[config.mk]
export PLATFORM = sky130hd
export DESIGN_NAME = uart_parity_tx
export DESIGN_NICKNAME = d
export VERILOG_FILES = /design/src/rtl/uart_parity_tx.sv
export SDC_FILE = /design/constraint.sdc
export NUM_CORES = 1
export LEC_CHECK = 0
export CAP_MARGIN = 25
export CORE_MARGIN = 2
export CORE_UTILIZATION = 41
export DETAILED_ROUTE_END_ITERATION = 8
export PLACE_DENSITY_LB_ADDON = 0.12
export SLEW_MARGIN = 20
export SYNTH_ARGS = -nofsm -noshare
export SYNTH_HDL_FRONTEND = slang
export SYNTH_SLANG_ARGS = --single-unit
[constraint.sdc]
create_clock -name clk -period 2.4 [get_ports clk]
set_clock_uncertainty 0.2 [all_clocks]
set_input_delay 0.72 -clock clk [delete_from_list [all_inputs] [get_ports clk]]
set_output_delay 0.72 -clock clk [all_outputs]
set_load 0.05 [all_outputs]
[src/rtl/uart_parity_tx.sv]
// 8-bit UART transmitter: start, 8 data bits LSB first, parity, stop (8E1; 8O1 with UART_ODD_PARITY_EN).
// All outputs except tx_ready are registered; every non-idle bit lasts CLKS_PER_BIT clocks.
module uart_parity_tx #(
  parameter int CLKS_PER_BIT = 10416
) (
  input  logic       clk,
  input  logic       rst,
  input  logic [7:0] tx_data,
  input  logic       tx_valid,
  output logic       tx_ready,
  output logic       tx,
  output logic       busy,
  output logic       parity_bit
);

  localparam int CNT_W = $clog2(CLKS_PER_BIT);
  localparam logic [CNT_W-1:0] LAST = CNT_W'(CLKS_PER_BIT - 1);

  typedef enum logic [2:0] {IDLE, START, DATA, PARITY, STOP} state_e;

  state_e           state_q;
  logic [CNT_W-1:0] baud_q;
  logic [2:0]       idx_q;
  logic [7:0]       shift_q;
  logic             tx_q, busy_q, par_q;
  logic             bit_done, accept, par_new;

  assign bit_done = (baud_q == LAST);
  assign tx_ready = (state_q == IDLE) && !rst;
  assign accept   = tx_valid && tx_ready;

  // Parity bit makes the total ones count over data+parity even (odd when the macro is set).
`ifdef UART_ODD_PARITY_EN
  assign par_new = ~^tx_data;
`else
  assign par_new = ^tx_data;
`endif

  always_ff @(posedge clk) begin
    if (rst) begin
      state_q <= IDLE;
      baud_q  <= '0;
      idx_q   <= '0;
      shift_q <= '0;
      tx_q    <= 1'b1;
      busy_q  <= 1'b0;
      par_q   <= 1'b0;
    end else begin
      if (state_q != IDLE) baud_q <= bit_done ? '0 : baud_q + 1'b1;
      case (state_q)
        IDLE: begin
          baud_q <= '0;
          idx_q  <= '0;
          if (accept) begin
            shift_q <= tx_data;
            par_q   <= par_new;
            state_q <= START;
            tx_q    <= 1'b0;
            busy_q  <= 1'b1;
          end
        end
        START: if (bit_done) begin
          state_q <= DATA;
          tx_q    <= shift_q[0];
        end
        DATA: if (bit_done) begin
          if (idx_q == 3'd7) begin
            state_q <= PARITY;
            tx_q    <= par_q;
            idx_q   <= '0;
          end else begin
            idx_q   <= idx_q + 3'd1;
            shift_q <= shift_q >> 1;
            tx_q    <= shift_q[1];
          end
        end
        PARITY: if (bit_done) begin
          state_q <= STOP;
          tx_q    <= 1'b1;
        end
        STOP: if (bit_done) begin
          state_q <= IDLE;
          tx_q    <= 1'b1;
          busy_q  <= 1'b0;
        end
        default: begin
          state_q <= IDLE;
          tx_q    <= 1'b1;
          busy_q  <= 1'b0;
        end
      endcase
    end
  end

  assign tx         = tx_q;
  assign busy       = busy_q;
  assign parity_bit = par_q;

endmodule
==> results.tsv, run 1 <==
stage	metric	value	unit
setup_path	kind of end point of the critical path	output pin	
power	pwr dens	570	nW/um^2
global_route	antenna violations before repair	0	
routing	drt pass-1 iters	4	
floorplan	die area	4370	um^2
logic_synthesis	cell count after synthesis	180	
global_route	grt ovf	0	
layout	share of cells above drive strength 1	15.3	%
clocking	clk sinks	31	
floorplan	Row Count	22	
run_status	run status	finished, final reports clean	
timing	RSZ-0062 raised after global routing	false	
logic_synthesis	syn_area_per_cell	8.78	um^2
power	Combinational Power Share	14.0	%
setup_path	crit path launch type	primary input	
routing	Starting DRT DRC Count	76	
setup_path	crit-path leading delay family	buffers and inverters	
logic_synthesis	mapped cell area	1580	um^2
floorplan	core area	3690	um^2
logic_synthesis	syn_nets	194	
logic_synthesis	Synth Area in Adders	2.38	%
power	Flop pwr share	50.0	%
power	Clk pwr share	36.0	%
logic_synthesis	synthesized flop and latch total	31	
clocking	CTS tree	done	
logic_synthesis	post-synthesis xor/xnor area fraction	10.5	%
min_path	Hold Path End	shift_q[7]	
layout	Antenna Cells	0	
layout	Syn-to-layout area delta	21.6	%
clocking	post-CTS setup buffers	0	
floorplan	Die Wd	66.1	um
power	switching fraction of total power	26.7	%
logic_synthesis	sequential fraction of the synthesis area	39.3	%
power	Max VDD drop	0.000265	V
job	Max Cap Viol	0	
logic_synthesis	cell taking the most area after synthesis	dfxtp_1	
min_path	Hold Path Stages	2	
global_route	first-pass GRT wire length	6070	um
layout	Nets	216	
placed_design	Port Buf Inserts	14	
logic_synthesis	Synth top cells by count	dfxtp_1 (31), nor2_1 (21), a21oi_1 (14)	
logic_synthesis	synth top area cells	dfxtp_1 (39%), xnor2_1 (7.2%), mux2i_1 (5.1%)	
timing	fin crit share	96.7	%
logic_synthesis	top-count cell post-synth	dfxtp_1	
setup_path	Worst path slowest cell	dlygate4sd2_1	
layout	Util after Layout	52.1	%
floorplan	I/O pin cnt	15	
timing	measured slew at the worst slew-check pin	654	ps
clocking	Clk pin slew, worst setup/hold paths	70	ps
placed_design	Placer Congestion	0.773	
global_route	largest net degree at the start of global routing	19	
global_route	number of global-route vias before repair	1373	
routing	DRT antenna net count	0	
setup_path	CP Max Fanout	4	
clocking	Clock Latency Late Sink	280	ps
setup_path	Arr. time, crit path	1400	ps
setup_path	critical path class	primary input to output pin	
setup_path	end of the worst register-to-register path	idx_q[2]	
routing	DRC viols	0	
logic_synthesis	Yosys top cell area share	39.3	%
setup_path	WP buf/inv	2	
power	P_sw	293	uW
routing	routed wire length	3510	um
clocking	H-tree depth	2	
min_path	min-delay worst type	flip-flop to flip-flop	
timing	final hold violation count	0	
global_route	gr usage total	18.2	%
logic_synthesis	main flop type after synthesis	dfxtp_1	
clocking	CTS buffer count	5	
layout	register area	621	um^2
logic_synthesis	largest family of logic cells by synthesized area	simple AND/OR/NAND/NOR gates	
logic_synthesis	compound-gate portion of the synthesized area	16.5	%
logic_synthesis	Post-synth EDFFs	0	
clocking	Hold Buf Count CTS	0	
setup_path	max incr delay on CP	300	ps
min_path	hold wc startpoint	shift_q[7]	
timing	Final min period	2320	ps
clocking	clock buffer depth	2	
timing	relative slew slack	56.3	%
timing	Slew Viols, Final	0	
power	cell leakage power	0.000743	uW
floorplan	Starting Density	42.8	%
timing	fmax	431	MHz
routing	average wire per standard cell	14.0	um
placed_design	post-DP HPWL	2540	um
logic_synthesis	post-synthesis mux area share	5.78	%
clocking	root buf cell	clkbuf_8	
setup_path	critical path required time	1480	ps
routing	Vias	1381	
setup_path	flop2flop setup slack	100	ps
logic_synthesis	Netlist cell types	43	
power	internal power	803	uW
layout	footprint of the multi-input gates	907	um^2
setup_path	Reg-to-Reg Start	baud_q[9]	
setup_path	CP cell instances	dlygate4sd2_1, nor4_4, buf_12	
logic_synthesis	Ys Warns	0	
routing	DR vias/cell	5.50	
layout	non-filler cells, final	251	
placed_design	Post-Place Cells	243	
floorplan	DIE HEIGHT	66.1	um
layout	# fillers	355	
setup_path	Worst Reg-to-Reg Cells	4	
logic_synthesis	post-synthesis async set-or-reset flop share	0	%
timing	final setup violation count	0	
logic_synthesis	simple-gate share of the synthesized area	21.2	%
## stage by stage
step	setup TNS [ps]	total power (uW)	hold slack, ps	area, um^2	setup WS (ps)
after global placement	-229	708	251	1840	-132
final	0	1100	261	1920	80.1
after CTS	0	1110	259	1920	72.9
after floorplan	0	654	228	1600	16.9
after detailed placement	-470	713	248	1840	-164
after global routing	0	1150	291	1920	24.2
## how the worst max path moves through the flow
| stage | start | slack [ps] | to | depth (start not counted) |
|---|---|---|---|---|
| 2_1_floorplan | rst | 20 | tx_ready | 2 |
| 3_3_place_gp | rst | -130 | tx_ready | 3 |
| 3_5_place_dp | rst | -160 | tx_ready | 3 |
| 4_1_cts | rst | 70 | tx_ready | 3 |
| 5_1_grt | rst | 20 | tx_ready | 3 |
| 6_report | rst | 80 | tx_ready | 3 |
## flip-flops by register name, summed over array words and instances (netlist names)
name	count
baud_q	14
shift_q	8
idx_q	3
state_q	3
busy	1
parity_bit	1
tx	1
## repair_timing
item,in CTS,in global routing
resized for setup,1,0
endpoints found under the hold margin,0,0
endpoints found under the setup margin,1,0
## layer usage
metal  share of wire (%)  vias to the layer above  GRT usage (%)
met5                   0                        -              0
met1                  46                      642           22.2
met4                 1.4                        0           9.69
met2                  48                       34           29.9
li1                    -                      699              -
met3                 4.3                        6           3.75
## power groups by stage
stage | combinational [uW] | clock (uW) | sequential, uW
floorplan | 80.8 | 0 | 574
global placement | 150 | 0 | 558
detailed placement | 154 | 0 | 559
CTS | 154 | 407 | 547
global route | 166 | 431 | 550
finish | 154 | 395 | 547
## layout make-up
class | instances | area share [%]
clock buffers | 5 | 3.58
clock inverters | 3 | 0.781
inverters | 5 | 0.977
multi-input cells | 133 | 47.2
flip-flops and latches | 31 | 32.3
well taps | 48 | 3.13
repair buffers | 26 | 12.0
## tightest hold or removal path, cell delays in order (launching register included)
cell	delay, ps
dfxtp_1	320
nand2_1	60
o21ai_1	50
## kinds of logic after synthesis
kind of cell | count (synthesis)
buf+inv | 16
xor+xnor | 19
compound gates | 40
fa+ha+maj | 3
mux | 9
simple gates | 62
flops | 31
## cells in the final DEF, fill, tap and decap left out, types with 2 or more instances in the layout
master / count
nand2_1: 3
a21oi_1: 14
nand4_1: 6
buf_4: 15
nor2_1: 21
o21ai_0: 7
and4_1: 2
clkdlybuf4s50_1: 9
xor2_1: 6
clkbuf_8: 5
clkinv_2: 3
nand3_1: 10
a211oi_1: 7
or3_1: 3
mux2i_1: 8
dfxtp_1: 31
nor3_1: 3
o21a_1: 2
ha_1: 3
xnor2_1: 13
nand3b_1: 2
nor4_1: 2
inv_1: 5
No activity file was read; power rests on OpenSTA's default activity.
==> inputs of run 2 (changes only) <==
Settings changed: CAP_MARGIN 25 to 20.
==> results of run 2 <==
No change in the layout: final DEF, timing and power equal those of run 1.
